$ cat config.mk
export PLATFORM = sky130hd
export DESIGN_NAME = uart_rx_os
export DESIGN_NICKNAME = d
export VERILOG_FILES = /design/src/rtl/uart_rx_os.sv
export SDC_FILE = /design/constraint.sdc
export NUM_CORES = 1
export LEC_CHECK = 0
export ABC_AREA = 1
export CAP_MARGIN = 10
export CORE_UTILIZATION = 45
export DETAILED_ROUTE_END_ITERATION = 12
export HOLD_SLACK_MARGIN = 0.03
export RECOVER_POWER = 50
export SYNTH_ARGS = -nofsm -noshare
export SYNTH_HDL_FRONTEND = slang
export SYNTH_SLANG_ARGS = --single-unit
$ cat constraint.sdc
create_clock -name clk -period 2 [get_ports clk]
set_input_delay 0.6 -clock clk [delete_from_list [all_inputs] [get_ports clk]]
set_output_delay 0.6 -clock clk [all_outputs]
set_load 0.01 [all_outputs]
$ cat src/rtl/uart_rx_os.sv
// Oversampling UART receiver: 2-flop synchroniser, majority-voted bit sampling,
// configurable width/parity/stop bits, valid/ready output with error flags.
module uart_rx_os #(
  parameter int CLKFREQ    = 12000000,
  parameter int BAUD       = 115200,
  parameter int OVERSAMPLE = 8,
  parameter int DATA_BITS  = 8,
  parameter int PARITY     = 0,
  parameter int STOP_BITS  = 1
) (
  input  logic                 clk,
  input  logic                 rst,
  input  logic                 rx,
  output logic [DATA_BITS-1:0] data,
  output logic                 valid,
  input  logic                 ready,
  output logic                 parity_err,
  output logic                 frame_err,
  output logic                 overrun,
  output logic                 busy
);

  // Handshake: a word is transferred on every cycle where valid && ready;
  // data and flags are held stable while valid is high.

  localparam int DIV_RAW = CLKFREQ / (BAUD * OVERSAMPLE);
  localparam int DIV     = (DIV_RAW < 1) ? 1 : DIV_RAW;
  localparam int TW      = (DIV > 1) ? $clog2(DIV) : 1;
  localparam int PW      = $clog2(OVERSAMPLE);
  localparam int IW      = $clog2(DATA_BITS + 1);

  localparam logic [TW-1:0] DIV_LAST = TW'(DIV - 1);
  localparam logic [PW-1:0] PH_LAST  = PW'(OVERSAMPLE - 1);
  localparam logic [PW-1:0] PH_A     = PW'(OVERSAMPLE / 2 - 1);
  localparam logic [PW-1:0] PH_B     = PW'(OVERSAMPLE / 2);
  localparam logic [PW-1:0] PH_MID   = PW'(OVERSAMPLE / 2 + 1);
  localparam logic [IW-1:0] IDX_LAST = IW'(DATA_BITS - 1);

  typedef enum logic [2:0] {S_IDLE, S_START, S_DATA, S_PARITY, S_STOP} state_t;

  state_t               state_q, state_d;
  logic                 meta_q, rs_q;
  logic [TW-1:0]        tick_cnt_q, tick_cnt_d;
  logic [PW-1:0]        phase_q, phase_d, phase_nxt;
  logic [IW-1:0]        idx_q, idx_d;
  logic                 stop2_q, stop2_d;
  logic [DATA_BITS-1:0] shreg_q, shreg_d;
  logic [1:0]           vote_q, vote_d;
  logic                 perr_q, perr_d, ferr_q, ferr_d;
  logic                 done_q, done_d;
  logic                 guard_q, guard_d, hi_q, hi_d;
  logic [DATA_BITS-1:0] data_q, data_d;
  logic                 valid_q, valid_d, perr_o_q, perr_o_d;
  logic                 ferr_o_q, ferr_o_d, overrun_q, overrun_d;
  logic                 tick, mid, bit_val, par_exp, ferr_now;

  assign tick      = (tick_cnt_q == DIV_LAST);
  assign phase_nxt = (phase_q == PH_LAST) ? '0 : phase_q + 1'b1;
  assign mid       = tick && (phase_nxt == PH_MID);
  assign bit_val   = (vote_q[0] & vote_q[1]) | (vote_q[0] & rs_q) | (vote_q[1] & rs_q);
  assign par_exp   = (^shreg_q) ^ (PARITY == 1);
  assign ferr_now  = ferr_q | ~bit_val;

  always_comb begin
    state_d    = state_q;
    tick_cnt_d = tick ? '0 : tick_cnt_q + 1'b1;
    phase_d    = tick ? phase_nxt : phase_q;
    idx_d      = idx_q;
    stop2_d    = stop2_q;
    shreg_d    = shreg_q;
    vote_d     = vote_q;
    perr_d     = perr_q;
    ferr_d     = ferr_q;
    done_d     = 1'b0;
    guard_d    = guard_q;
    hi_d       = hi_q;
    if (tick && phase_nxt == PH_A) vote_d[0] = rs_q;
    if (tick && phase_nxt == PH_B) vote_d[1] = rs_q;
    case (state_q)
      S_IDLE: begin
        if (guard_q) begin
          // After a framing error the line must sit high for a full tick period.
          if (!rs_q) hi_d = 1'b0;
          else if (tick) begin
            if (hi_q) guard_d = 1'b0;
            hi_d = 1'b1;
          end
        end else if (!rs_q) begin
          state_d    = S_START;
          tick_cnt_d = '0;
          phase_d    = '0;
          perr_d     = 1'b0;
          ferr_d     = 1'b0;
        end
      end
      S_START: begin
        if (mid) begin
          if (bit_val) state_d = S_IDLE;
          else begin
            state_d = S_DATA;
            idx_d   = '0;
          end
        end
      end
      S_DATA: begin
        if (mid) begin
          shreg_d = {bit_val, shreg_q[DATA_BITS-1:1]};
          if (idx_q == IDX_LAST) begin
            state_d = (PARITY != 0) ? S_PARITY : S_STOP;
            stop2_d = 1'b0;
          end else begin
            idx_d = idx_q + 1'b1;
          end
        end
      end
      S_PARITY: begin
        if (mid) begin
          if (bit_val != par_exp) perr_d = 1'b1;
          state_d = S_STOP;
          stop2_d = 1'b0;
        end
      end
      S_STOP: begin
        if (mid) begin
          ferr_d = ferr_now;
          if (STOP_BITS == 2 && !stop2_q) stop2_d = 1'b1;
          else begin
            state_d = S_IDLE;
            done_d  = 1'b1;
            guard_d = ferr_now;
            hi_d    = 1'b0;
          end
        end
      end
      default: state_d = S_IDLE;
    endcase
  end

  always_comb begin
    data_d    = data_q;
    valid_d   = valid_q;
    perr_o_d  = perr_o_q;
    ferr_o_d  = ferr_o_q;
    overrun_d = overrun_q;
    if (valid_q && ready) begin
      valid_d   = 1'b0;
      overrun_d = 1'b0;
    end
    if (done_q) begin
      if (!valid_q || ready) begin
        data_d   = shreg_q;
        perr_o_d = perr_q;
        ferr_o_d = ferr_q;
        valid_d  = 1'b1;
      end else begin
        overrun_d = 1'b1;
      end
    end
  end

  always_ff @(posedge clk) begin
    if (rst) begin
      meta_q     <= 1'b1;
      rs_q       <= 1'b1;
      state_q    <= S_IDLE;
      tick_cnt_q <= '0;
      phase_q    <= '0;
      idx_q      <= '0;
      stop2_q    <= 1'b0;
      shreg_q    <= '0;
      vote_q     <= '0;
      perr_q     <= 1'b0;
      ferr_q     <= 1'b0;
      done_q     <= 1'b0;
      guard_q    <= 1'b0;
      hi_q       <= 1'b0;
      data_q     <= '0;
      valid_q    <= 1'b0;
      perr_o_q   <= 1'b0;
      ferr_o_q   <= 1'b0;
      overrun_q  <= 1'b0;
    end else begin
      meta_q     <= rx;
      rs_q       <= meta_q;
      state_q    <= state_d;
      tick_cnt_q <= tick_cnt_d;
      phase_q    <= phase_d;
      idx_q      <= idx_d;
      stop2_q    <= stop2_d;
      shreg_q    <= shreg_d;
      vote_q     <= vote_d;
      perr_q     <= perr_d;
      ferr_q     <= ferr_d;
      done_q     <= done_d;
      guard_q    <= guard_d;
      hi_q       <= hi_d;
      data_q     <= data_d;
      valid_q    <= valid_d;
      perr_o_q   <= perr_o_d;
      ferr_o_q   <= ferr_o_d;
      overrun_q  <= overrun_d;
    end
  end

  assign data       = data_q;
  assign valid      = valid_q;
  assign parity_err = perr_o_q;
  assign frame_err  = ferr_o_q;
  assign overrun    = overrun_q;
  assign busy       = (state_q != S_IDLE);

endmodule

---- Word level (Yosys, flattened, before mapping) ----
Index checks and enable logic that the tools add are counted.
storage, ports and cells
  flip-flop bits (word level) ............. 43
  output and inout bits ................... 13
  bits of input ports ..................... 4
  logic and storage cells ................. 121
cells by class
  reduce and logical (&&, ||, !) cells .... 21
  bitwise logic cells ..................... 8
  muxes and demuxes ....................... 47
  add/sub/neg operators ................... 3
  eq/ne operators ......................... 23
operators by type and width
  kind                 number
  $mux 3               12
  $mux 4               8
  $ne 2x2->1 const B   11
  $mux 1               20
  $pmux 3 s5           1
  $eq 3x3->1 const B   4
  $reduce_and 5->1     2
  $eq 3x2->1 const B   3
  $add 4x1->4 const B  2
  $pmux 1 s2           4
  $pmux 4 s2           1
  $reduce_and 4->1     2
  $reduce_xor 8->1     1
  $reduce_and 7->1     1
  $reduce_and 2->1     3
  $reduce_bool 2->1    3
  $eq 4x3->1 const B   1
  $eq 4x4->1 const B   1
  $logic_and 1x1->1    4
  $add 3x1->3 const B  1
  $and 1x1->1          3
  $eq 3x1->1 const B   1
  $logic_not 3->1      1
  $ne 3x3->1 const B   1
  other kinds (8)      11

---- Longest topological paths before layout ----
Gate-level depths: netlist (run 1).
  depth after elaboration ................. 7
  mapped depth ............................ 11
  mapped depth without buffers ............ 11

---- Worst setup path after synthesis (run 1) ----
No wires, ideal clock.
  path type ............................... flip-flop to flip-flop
  start ................................... register phase_q[0]
  end ..................................... register state_q[0]
  clock period less this slack ............ 1,599 ps
  arrival ................................. 1,467 ps
  setup time .............................. 132 ps
  slack ................................... 401 ps
  data required time ...................... 1,868 ps
  path buffers ............................ 0
  cell stages (with the launch flop) ...... 12
  path through ............................ dfxtp_1 ha_1 ha_1 nand2_1 nor2_4 inv_2 nand2_1 nand3_1 nor2_1 inv_1 nand2_1 a21oi_1
on the way
  cells in the longest elaborated chain, start to end .. 6
  elaborated cells on any way between the ends .. 10
  classes of those cells .................. add/sub: 1; eq/ne: 6; mux: 1; reduce/logical: 2
RTL lines
  element                                    RTL line  RTL
  start, declared                            44        logic [PW-1:0] phase_q, phase_d, phase_nxt;
  start signal, assigned                     187       phase_q <= phase_d;
  $add 3x1->3 or $eq 3x3->1 (tied branches)  58        assign phase_nxt = (phase_q == PH_LAST) ? '0 : phase_q + 1'b1;
  $mux 3 *                                   58
  $eq 3x3->1 *                               59        assign mid = tick && (phase_nxt == PH_MID);
  $logic_and 1x1->1 *                        59
  $ne 2x2->1 (no source line)                --
  $reduce_and 7->1 (no source line) *        --
  end signal, assigned                       185       state_q <= state_d;
  end, declared                              41        state_t state_q, state_d;
Mark *: on every way between the ends. The rest lies on a longest branch, timed or not.
A chain may end at the register's enable or synchronous reset.

---- Final worst setup path (run 1) ----
  start ................................... register state_q[0]
  end ..................................... output busy
on the way
  cells in the longest elaborated chain, start to end .. 1
RTL lines
  element            RTL line  RTL
  $reduce_bool 3->1  210       assign busy = (state_q != S_IDLE);
  end, declared      20        output logic busy
No other way between the ends.

==> metrics.txt, run 1 <==
total number of yosys warnings 0; ANT nets after route 0; synth top area cells dfxtp_1 (43%), nand2_1 (10%), a21oi_1 (8.0%); Net Count, Synth 286; post-DP HPWL 2640 um; critical path data required time 1.40 ns; Int Power 0.00131 W; RSZ-0062 raised after global routing no; FFs w/ async S/R, synth 0; Final min period 1.85 ns; Final period util 0.924; drt pass-1 iters 4; CP Cell Sequence inv_1, nand3_1, dlygate4sd2_1; CP endpoint kind output pin; FF+latch count, synth 43; Commonest cells post-synth nand2_1 (55), dfxtp_1 (43), inv_1 (37); Logic pwr share 0.214; leakage power 0.987 nW; Max Root-Sink Buffers 2; final wirelength 3610 um; share of layout cells above drive strength 1 0.0814; met1 Track Usage GR 0.213; core area 4140 um2; H-Tree Depth 2; num ports 17; Mean Syn Cell Area 7.29 um2; die height 68.6 um; First DRT Iteration DRCs 84; dpl cell area 2220 um2; Post-CTS Setup Repair Bufs 0; arrival time at the worst endpoint 1.25 ns; vias in the first global route 1,433; Nets 307; startpoint class of the critical path register; sequential-to-total area share from yosys stat 0.431; Synth cell types 26; largest net degree at the start of global routing 20; port bufs 16; grt total ovfl 0; total global-route track usage 0.178; share of the synthesized area in the top cell type 0.431; gpl congestion 0.802; clock latency on the worst-skew pair 0.29 ns; start point of the critical path state_q[0]; status complete, no violations; Root Buffer clkbuf_8; ANT cells 0; Net Switching 0.000580 W; clk sinks 43; first-pass GRT wire length 6070 um; final hold vios 0; CP endpoint busy; Max Transition Viols Final 0; routed wire length per instance 10.5 um; CTS Buf Count 5; Final Power 0.00189 W; crit path kind register to output pin; Post-Syn Area 2000 um2; Cell Pwr Density 822 nW/um2; Worst Reg2Reg Path Length in Cells 11; max_cap viols 0; Slew Limit Headroom 0.659; drt drc 0; proportion of power drawn by flip-flops and latches 0.498; die area 4710 um2; DIE WIDTH 68.6 um; worst-path fanout max 5; M2 GR Usage 0.293; Synth Instances 274; setup_tns 0 ns; critical path's slowest cell dfxtp_1; Hold WC Path Type register to register; initial antenna violation count 0; R2R setup slack 0.22 ns; area leader, netlist dfxtp_1; Max Freq 541 MHz; Finished Cell Area 2300 um2; most used routing layer met2; # hold bufs at CTS 0; top_reg_cell synth dfxtp_1; VDD IR-drop max 0.505 mV; drt via density 4.90; Clk pwr share 0.288; worst r2r src phase_q[0]; EDFF count, synth 0; Worst path max stage delay 0.41 ns; endpoints failing setup 0; Area Growth Syn to Fin 15.2%; most frequent cell after synthesis nand2_1; M3 GR Usage 0.0444; Vias 1,689; post-CTS sizing 1; Worst-path clk slew 0.07 ns; Least-Margin Pin Slew 0.512 ns; Setup Skew 0.00235 ns; CTS tree built; Sw Ratio 0.306; starting density of the core 0.482; final core utilization 0.555; std cell rows 23; reg2reg end state_q[1]
-- flip-flops by register name, summed over array words and instances (netlist names), 2 cells and up --
signal      flops
state_q         3
vote_q          2
idx_q           4
tick_cnt_q      4
phase_q         3
data            8
shreg_q         8
-- power by group through the flow --
stage / logic [W] / clock network (W) / registers (W)
after floorplan: 0.000323 / 0 / 0.000953
after global placement: 0.000418 / 0 / 0.000961
after detailed placement: 0.000418 / 0 / 0.000962
after CTS: 0.000411 / 0.000565 / 0.000942
after global routing: 0.000474 / 0.000604 / 0.000947
final: 0.000405 / 0.000545 / 0.000942
-- layer usage --
| metal | vias to the layer above | routed length (um) | part of all wire |
|---|---|---|---|
| li1 | 914 | - | - |
| met1 | 748 | 1810 | 0.50 |
| met2 | 23 | 1660 | 0.46 |
| met3 | 4 | 103 | 0.029 |
| met4 | 0 | 41 | 0.011 |
| met5 | - | 0 | 0 |
-- metrics by stage --
step / instances / hold slack [ns] / worst slack (ns)
after floorplan: 274 / 0.389 / 0.401
final: 345 / 0.410 / 0.153
after global routing: 345 / 0.431 / 0.0546
after global placement: 338 / 0.391 / 0.178
after detailed placement: 338 / 0.393 / 0.168
after CTS: 345 / 0.412 / 0.147
-- worst max-delay path, delay by kind of cell, from the launching register on --
family	cells	cell delay (ns)
DFF	1	0.41
buffers and inverters	2	0.38
and+or+nand+nor	1	0.17
-- final cells by class --
cell class,count,area [um2]
fill,425,1840
multi-input combinational,183,955
sequential,43,861
timing repair buffer,20,178
inverter,42,158
clock buffer,6,82.6
tap,50,62.6
clock inverter,1,5.00
-- cell families (layout without fill, tap and decap cells) --
logic type / after synthesis / after routing / synth area share
and+or+nand+nor: 110 / 110 / 0.250
AOI/OAI and AO/OA: 61 / 61 / 0.159
buffers and inverters: 48 / 69 / 0.0927
DFF: 43 / 43 / 0.431
adders and majority gates: 8 / 8 / 0.0501
xor gates and xnor gates: 4 / 4 / 0.0175
-- cells in the final DEF, fill, tap and decap left out, types with 2 or more instances in the layout --
cell,netlist,routed
dfxtp_1,43,43
dlygate4sd3_1,0,2
nor3_1,5,5
inv_2,5,4
xor2_1,2,2
nand2_4,2,2
a21oi_1,32,32
clkdlybuf4s50_1,0,13
o21ai_1,4,3
clkbuf_8,0,6
nand2_1,55,54
clkbuf_1,4,3
nor2_1,23,23
inv_1,37,38
nand2_2,2,3
nor2_4,2,2
o21ai_0,21,22
nand3_1,15,15
a211oi_1,2,2
xnor2_1,2,2
ha_1,8,8
or2_2,3,3
-- worst min-delay path by stage --
stage | from | endpoint | slack (ns) | cells after the start
6_report | meta_q | rs_q | 0.41 | 1
2_1_floorplan | meta_q | rs_q | 0.39 | 1
3_5_place_dp | meta_q | rs_q | 0.39 | 1
5_1_grt | meta_q | rs_q | 0.43 | 1
4_1_cts | meta_q | rs_q | 0.41 | 1
3_3_place_gp | meta_q | rs_q | 0.39 | 1
No activity file was read; power rests on OpenSTA's default activity.
==> run 2: changes to the inputs <==
HOLD_SLACK_MARGIN = default   (was 0.03)
==> results of run 2 <==
Final layout, timing and power as in run 1 (identical DEF).
